`src/rtl/c_hazard_controller.sv`:
```
// Hazard/sequencing controller for the 5-stage core: load-use bubbles, redirect
// flushes and the multi-cycle EX hold, plus a saturating stall-cycle counter.
module c_hazard_controller #(
    parameter int         MC_LATENCY = 4,
    parameter logic [1:0] MC_PATH    = 2'b11,
    parameter int         CNT_W      = 32
) (
    input  logic             clk,
    input  logic             reset,
    input  logic [4:0]       Rs1D,
    input  logic [4:0]       Rs2D,
    input  logic [4:0]       RdE,
    input  logic             RegWE_W_E,
    input  logic [1:0]       ExPathE,
    input  logic             branch_taken_E,
    input  logic             jump_E,
    output logic             StallF,
    output logic             StallD,
    output logic             StallE,
    output logic             FlushD,
    output logic             FlushE,
    output logic             mc_start,
    output logic             mc_done,
    output logic             mc_busy,
    output logic [CNT_W-1:0] stall_cycles
);

    localparam int                  MC_CNT_W  = $clog2(MC_LATENCY);
    localparam logic [MC_CNT_W-1:0] MC_RELOAD = MC_CNT_W'(MC_LATENCY - 2);

    typedef enum logic {
        IDLE    = 1'b0,
        MC_BUSY = 1'b1
    } state_t;

    state_t              state_reg;
    logic [MC_CNT_W-1:0] mc_cnt_reg;
    logic [CNT_W-1:0]    stall_cnt_reg;

    logic [1:0] src_match;
    logic       lu_hz;
    logic       redirect;
    logic       mc_req;
    logic       mc_trigger;
    logic       mc_hold;
    logic       mc_final;
    logic       mc_stall;
    logic       stall_f_next;

    // One comparator per ID source operand against the EX destination.
    genvar gi;
    generate
        for (gi = 0; gi < 2; gi++) begin : g_src
            if (gi == 0) begin : g_rs1
                assign src_match[gi] = (RdE == Rs1D);
            end else begin : g_rs2
                assign src_match[gi] = (RdE == Rs2D);
            end
        end
    endgenerate

    assign lu_hz    = RegWE_W_E & (RdE != 5'd0) & (|src_match);
    assign redirect = branch_taken_E | jump_E;
    assign mc_req   = (ExPathE == MC_PATH);

    assign mc_trigger = (state_reg == IDLE) & mc_req;
    assign mc_hold    = (state_reg == MC_BUSY) & (mc_cnt_reg != '0);
    assign mc_final   = (state_reg == MC_BUSY) & (mc_cnt_reg == '0);
    // While the MC unit owns EX, ID-side hazards wait; the done cycle behaves like IDLE.
    assign mc_stall   = mc_trigger | mc_hold;

    assign stall_f_next = mc_stall | (~redirect & lu_hz);

    always_comb begin
        StallF   = 1'b0;
        StallD   = 1'b0;
        StallE   = 1'b0;
        FlushD   = 1'b0;
        FlushE   = 1'b0;
        mc_start = 1'b0;
        mc_done  = 1'b0;
        mc_busy  = 1'b0;
        if (!reset) begin
            mc_start = mc_trigger;
            mc_done  = mc_final;
            mc_busy  = (state_reg == MC_BUSY);
            if (mc_stall) begin
                StallF = 1'b1;
                StallD = 1'b1;
                StallE = 1'b1;
            end else if (redirect) begin
                FlushD = 1'b1;
                FlushE = 1'b1;
            end else if (lu_hz) begin
                StallF = 1'b1;
                StallD = 1'b1;
                FlushE = 1'b1;
            end
        end
    end

    always_ff @(posedge clk or posedge reset) begin
        if (reset) begin
            state_reg  <= IDLE;
            mc_cnt_reg <= '0;
        end else begin
            case (state_reg)
                IDLE: begin
                    if (mc_req) begin
                        state_reg  <= MC_BUSY;
                        mc_cnt_reg <= MC_RELOAD;
                    end
                end
                MC_BUSY: begin
                    if (mc_cnt_reg != '0) begin
                        mc_cnt_reg <= mc_cnt_reg - MC_CNT_W'(1);
                    end else begin
                        state_reg <= IDLE;
                    end
                end
                default: begin
                    state_reg  <= IDLE;
                    mc_cnt_reg <= '0;
                end
            endcase
        end
    end

    always_ff @(posedge clk or posedge reset) begin
        if (reset) begin
            stall_cnt_reg <= '0;
        end else if (stall_f_next && (stall_cnt_reg != '1)) begin
            stall_cnt_reg <= stall_cnt_reg + CNT_W'(1);
        end
    end

    assign stall_cycles = stall_cnt_reg;

endmodule

```
`config.mk`:
```
export PLATFORM = sky130hd
export DESIGN_NAME = c_hazard_controller
export DESIGN_NICKNAME = d
export VERILOG_FILES = /design/src/rtl/c_hazard_controller.sv
export SDC_FILE = /design/constraint.sdc
export NUM_CORES = 1
export LEC_CHECK = 0
export ABC_CLOCK_PERIOD_IN_PS = 2100
export CORE_MARGIN = 2
export CORE_UTILIZATION = 43
export CTS_BUF_LIST = sky130_fd_sc_hd__clkbuf_8
export CTS_CLUSTER_SIZE = 8
export DETAILED_ROUTE_END_ITERATION = 10
export PLACE_DENSITY = 0.87
export SLEW_MARGIN = 20
export SYNTH_ARGS = -nofsm -noshare
export SYNTH_HDL_FRONTEND = slang
export SYNTH_SLANG_ARGS = --single-unit
```
`constraint.sdc`:
```
create_clock -name clk -period 2.1 [get_ports clk]
set_clock_uncertainty 0.1 [all_clocks]
set_input_delay 0.21 -clock clk [delete_from_list [all_inputs] [get_ports clk]]
set_output_delay 0.21 -clock clk [all_outputs]
set_load 0.01 [all_outputs]
```
======== Yosys cells after proc, flatten, opt, wreduce, memory -nomap -nowiden ========
Index checks and enable logic that the tools add are counted.
storage, ports and cells
  register bits ........................... 35
  latch bits .............................. 0
  bits in writable memories ............... 0
  ROM bits ................................ 0
  bits of input ports ..................... 22
  output and inout port bits .............. 40
  logic and storage cells ................. 49
  memories ................................ 0
cells by class
  $add $sub $neg .......................... 2
  multiply operators ...................... 0
  divide/modulo/power cells ............... 0
  magnitude comparators ................... 0
  equality and inequality tests ........... 6
  shift operators ......................... 0
  mux-type cells .......................... 21
  bitwise gates (word level) .............. 11
  reductions and logical operators ........ 6
operator list
  cell                                                                     count
  32-bit by 1-bit adder with 32-bit output, second input constant          1
  32-bit inequality test, second input constant                            1
  1-bit two-way mux                                                        17
  5-bit == test                                                            2
  1-bit bitwise AND                                                        6
  5-bit nonzero test                                                       1
  2-bit two-way mux                                                        2
  2-bit one-hot mux with 2 select lines                                    1
  1-bit bitwise OR                                                         3
  2-bit == test, second input constant                                     1
  2-bit zero test                                                          1
  2-bit by 1-bit inequality test with 1-bit output, second input constant  1
  2-bit inequality test, second input constant                             1
  1-bit inverter                                                           2
  1-bit one-hot mux with 2 select lines                                    1
  2-bit AND reduction                                                      1
  2-bit nonzero test                                                       1
  2-bit OR reduction                                                       1
  2-bit by 1-bit subtractor with 2-bit output, second input constant       1
  1-bit logical AND                                                        1

======== Longest topological paths before layout ========
  depth in word-level cells ............... 7
  mapped depth ............................ 9
  mapped depth without buffers ............ 8

======== Worst setup path before layout ========
OpenSTA, ideal clock, no wires.
  path kind ............................... reg2reg
  from .................................... register stall_cnt_reg[11] (netlist: stall_cycles[11])
  to ...................................... register stall_cnt_reg[1] (netlist: stall_cycles[1])
  setup time .............................. 0.125 ns
  arrival time ............................ 1.863 ns
  required time ........................... 1.875 ns
  slack ................................... 0.012 ns
  cell stages (with the launch flop) ...... 7
  path buffers ............................ 1
  period minus slack after synthesis ...... 2.088 ns
  cells stage by stage .................... dfrtp_1 > nand4_2 > nor4_4 > a32oi_1 > o21ai_2 > buf_2 > mux2_2
between the ends
  longest elaborated chain between the ends .. 2
ends and longest elaborated chain
  what                    line  text
  start, declared         38    logic [CNT_W-1:0] stall_cnt_reg;
  start signal, assigned  133   stall_cnt_reg <= stall_cnt_reg + CNT_W'(1);
  32-bit inequality test  132   end else if (stall_f_next && (stall_cnt_reg != '1)) begin
  1-bit logical AND       132
No other way between the ends.
A chain may end at the register's enable or synchronous reset.

======== Worst setup path in the final report ========
  from .................................... register mc_cnt_reg[0]
  to ...................................... output port FlushD
between the ends
  longest elaborated chain between the ends .. 5
ends and longest elaborated chain
  what                    line  text
  start, declared         37    logic [MC_CNT_W-1:0] mc_cnt_reg;
  start signal, assigned  116   mc_cnt_reg <= mc_cnt_reg - MC_CNT_W'(1);
  2-bit nonzero test      67    assign mc_hold = (state_reg == MC_BUSY) & (mc_cnt_reg != '0);
  1-bit bitwise AND       67
  1-bit bitwise OR        70    assign mc_stall = mc_trigger | mc_hold;
  1-bit two-way mux       87    if (mc_stall) begin
  1-bit two-way mux       83    if (!reset) begin
  end, declared           20    output logic FlushD,
No other way between the ends.

==> summary.txt <==
Place
  – IO Port Bufs: 61
  – GPL Wtd Cong: 0.896
  – HPWL Detailed: 4020 um
  – Cells after DPL: 345
  – Pre-CTS WS: -531 ps

Synth
  – Largest cells by area after synthesis: dfrtp_1 44%, xor2_1 11%, xnor2_1 6.2%
  – Xor-xnor portion of the synthesized cell area: 17.6%
  – Adder-cell share of the synthesized area: 1.26%
  – Largest family of logic cells by synthesized area: simple AND/OR/NAND/NOR gates
  – Netlist cell types: 42
  – Cells after Synth: 198
  – Synth Register Bits: 35
  – YS warnings: 0
  – Syn_area_per_cell: 10.0 um2
  – Yosys top cell by area: dfrtp_1
  – Post-Syn Nets: about 220
  – Mux cell area share after synthesis: between 1 and 1.5%
  – Synth Cell Area: 0.00199 mm2
  – Simple-Gate Fraction of Synth Area: about 28%
  – Complex-gate fraction of the synthesized area: 4.60%
  – Area share of the largest cell type after synthesis: 44.1%
  – Register area share after synthesis: between 40% and 50%

Floorplanning
  – Initial Util: 45.0%
  – I/O pins: 62
  – Row cnt: 24
  – Die width: 72.0 um
  – Core Box Area: approximately 0.0044 mm2
  – Die area: 0.00518 mm2
  – Die Ht: 72.0 um

Timing
  – Endpoints failing setup: 0
  – Worst slew pin tran: 474 ps
  – RSZ-0062 raised after global routing: true
  – Setup ws final: about 14 ps
  – Final Max Slew Viols: 0
  – Fmax: roughly 0.48 GHz
  – Minimum clock period: 2090 ps
  – Final hold vios: 0
  – Final period util: ~100%
  – Slew headroom: 68.4%

CTS
  – H-Tree Level Count: 2
  – TritonCTS Buffers: 5
  – CTS tree: done
  – Maximum root-to-sink buffer count: 2
  – Clock-pin slew on the worst setup and hold paths: 80 ps
  – CTS root buffer: clkbuf_8
  – Clk_lat worst skew: 300 ps
  – Sink Count: 35

Cells and area
  – Most frequent cells in the layout: 51 x clkdlybuf4s50_1, 38 x buf_4, 30 x dfrtp_1, 26 x xor2_1, 16 x nor2_1
  – Share of cells above drive strength 1: 34.0%
  – Util after Layout: 77.0%
  – Net count, final: 329
  – Max reg flops: 32
  – Area grow syn2layout: 71.3%
  – Fin cells: approximately 360
  – Antenna Cells: 0
  – Most common cell after layout, fill and taps aside: clkdlybuf4s50_1

Critical path
  – Setup crit end: FlushD
  – Critical Path RT: between 1500 and 2000 ps
  – Worst Setup Path Type: reg -> out
  – R2r worst-path depth: 9
  – Worst R2R Setup Slack: 20 ps
  – Worst setup SP type: flip-flop
  – CP Max Fanout: 3
  – Setup crit end kind: primary output
  – Critical Path AT: 1780 ps
  – CP startpoint: mc_cnt_reg[0]$_DFFE_PP0P_
  – RR Endpoint: stall_cycles[19]$_DFFE_PP0P_
  – Reg-to-reg startpoint: mc_cnt_reg[0]$_DFFE_PP0P_

Global routing
  – GRT Total Usage: about a quarter
  – Initial antenna violation count: 0
  – Largest net degree at the start of global routing: 36
  – Grt ovf: 0
  – First-pass GRT wire length: between 9000 and 10000 um
  – Vias in the first global route: 1981

Routing
  – Drc violations: 0
  – 1st-pass router iterations: 4
  – Via Count: 2007
  – WL final: roughly 6400 um
  – ANT nets after route: 0
  – Avg WL per Cell: 17.8 um
  – Initial DRC Count: 106
  – Drt via density: 5.61

Pwr
  – Pwr dens: 789 mW/mm2
  – Worst vdd ir: 0.631 mV
  – Leak: ~1.4 nW
  – Final Power: 2.68 mW

Flow run
  – Max cap viols: 0

Run status
  – Status: completed

Worst hold path
  – Hold WC Path Type: reg -> reg
-- area by class of cell --
| cell class | count | area (um2) |
|---|---|---|
| Sequential cell | 35 | 882 |
| Clock buffer | 5 | 68.8 |
| Inverter | 11 | 43.8 |
| Timing Repair Buffer | 104 | 941 |
| Tap cell | 52 | 65.1 |
| Fill cell | 271 | 1010 |
| Clock inverter | 3 | 43.8 |
| Multi-Input combinational cell | 148 | 1360 |
-- worst min-delay path by stage --
| stage | endpoint | depth (start not counted) | startpoint | slack [ps] |
|---|---|---|---|---|
| finish | stall_cycles[28]$_DFFE_PP0P_ | 1 | stall_cycles[28]$_DFFE_PP0P_ | 400 |
| floorplan | mc_cnt_reg[0]$_DFFE_PP0P_ | 1 | reset | 270 |
| global placement | mc_cnt_reg[0]$_DFFE_PP0P_ | 1 | mc_cnt_reg[0]$_DFFE_PP0P_ | 380 |
| detailed placement | stall_cycles[28]$_DFFE_PP0P_ | 1 | stall_cycles[28]$_DFFE_PP0P_ | 390 |
| CTS | stall_cycles[28]$_DFFE_PP0P_ | 1 | stall_cycles[28]$_DFFE_PP0P_ | 400 |
| global route | stall_cycles[28]$_DFFE_PP0P_ | 1 | stall_cycles[28]$_DFFE_PP0P_ | 410 |
-- stage by stage --
| step | cell area [um2] | hold WS (ps) | setup TNS, ps |
|---|---|---|---|
| detailed placement | 2930 | 393 | -11270 |
| CTS | 3150 | 403 | -0.588 |
| global placement | 2930 | 375 | -8670 |
| global route | 3400 | 411 | -816 |
| finish | 3400 | 395 | 0 |
| floorplan | 1990 | 270 | 0 |
-- logic make-up (layout without fill, tap and decap cells) --
kind of cell,count (synthesis),after routing
xor+xnor,40,40
compound gates,11,11
flops,35,35
fa+ha+maj,2,2
mux,2,2
simple gates,93,93
buf+inv,15,123
-- report_power, final --
part / total [mW] / switching (mW) / leakage [nW] / internal, mW
combinational: 1.22 / 0.604 / 0.943 / 0.621
clock: 0.628 / 0.274 / 0.0581 / 0.354
sequential: 0.829 / 0.0717 / 0.381 / 0.757
total: 2.68 / 0.950 / 1.38 / 1.73
-- critical path, stage by stage, from the launching register on --
cell and delay (ps):
dfrtp_1 420, inv_1 80, ha_2 180, nand2b_4 120, and2_4 180, inv_4 50
buf_4 140, nor3_2 140, buf_2 170
-- cells in the mapped netlist (all sizes together) --
cell type  count
mux2           1
xor2          26
o21ai          3
o21a           1
inv           11
nand4          8
dfrtp         35
nor3          12
or3            4
nand2b         1
o211ai         1
ha             2
clkbuf         1
xnor2         14
a31oi          1
a211oi         1
nor2          16
nand3         12
or4            1
nor4b          1
and3           4
nor4          15
a22oi          2
a32oi          1
nand2         15
mux2i          1
o22ai          1
nand3b         1
buf            3
and2           1
and4           2
-- timing repair --
item,CTS,global route
cloned,0,0
buffers inserted,0,5
pin swaps,4,13
hold buffers,0,0
hold endpoints to repair,0,0
setup endpoints to repair,23,36
gates resized for setup,43,40
-- metal layers --
layer | vias up | global-route usage (%) | wire [um]
met5 | - | 0 | 0
met1 | 984 | 29.7 | 2450
met2 | 88 | 40.3 | 3440
met3 | 20 | 4.86 | 341
met4 | 0 | 6.92 | 136
li1 | 915 | - | -
(Power assumes the default switching activity.)
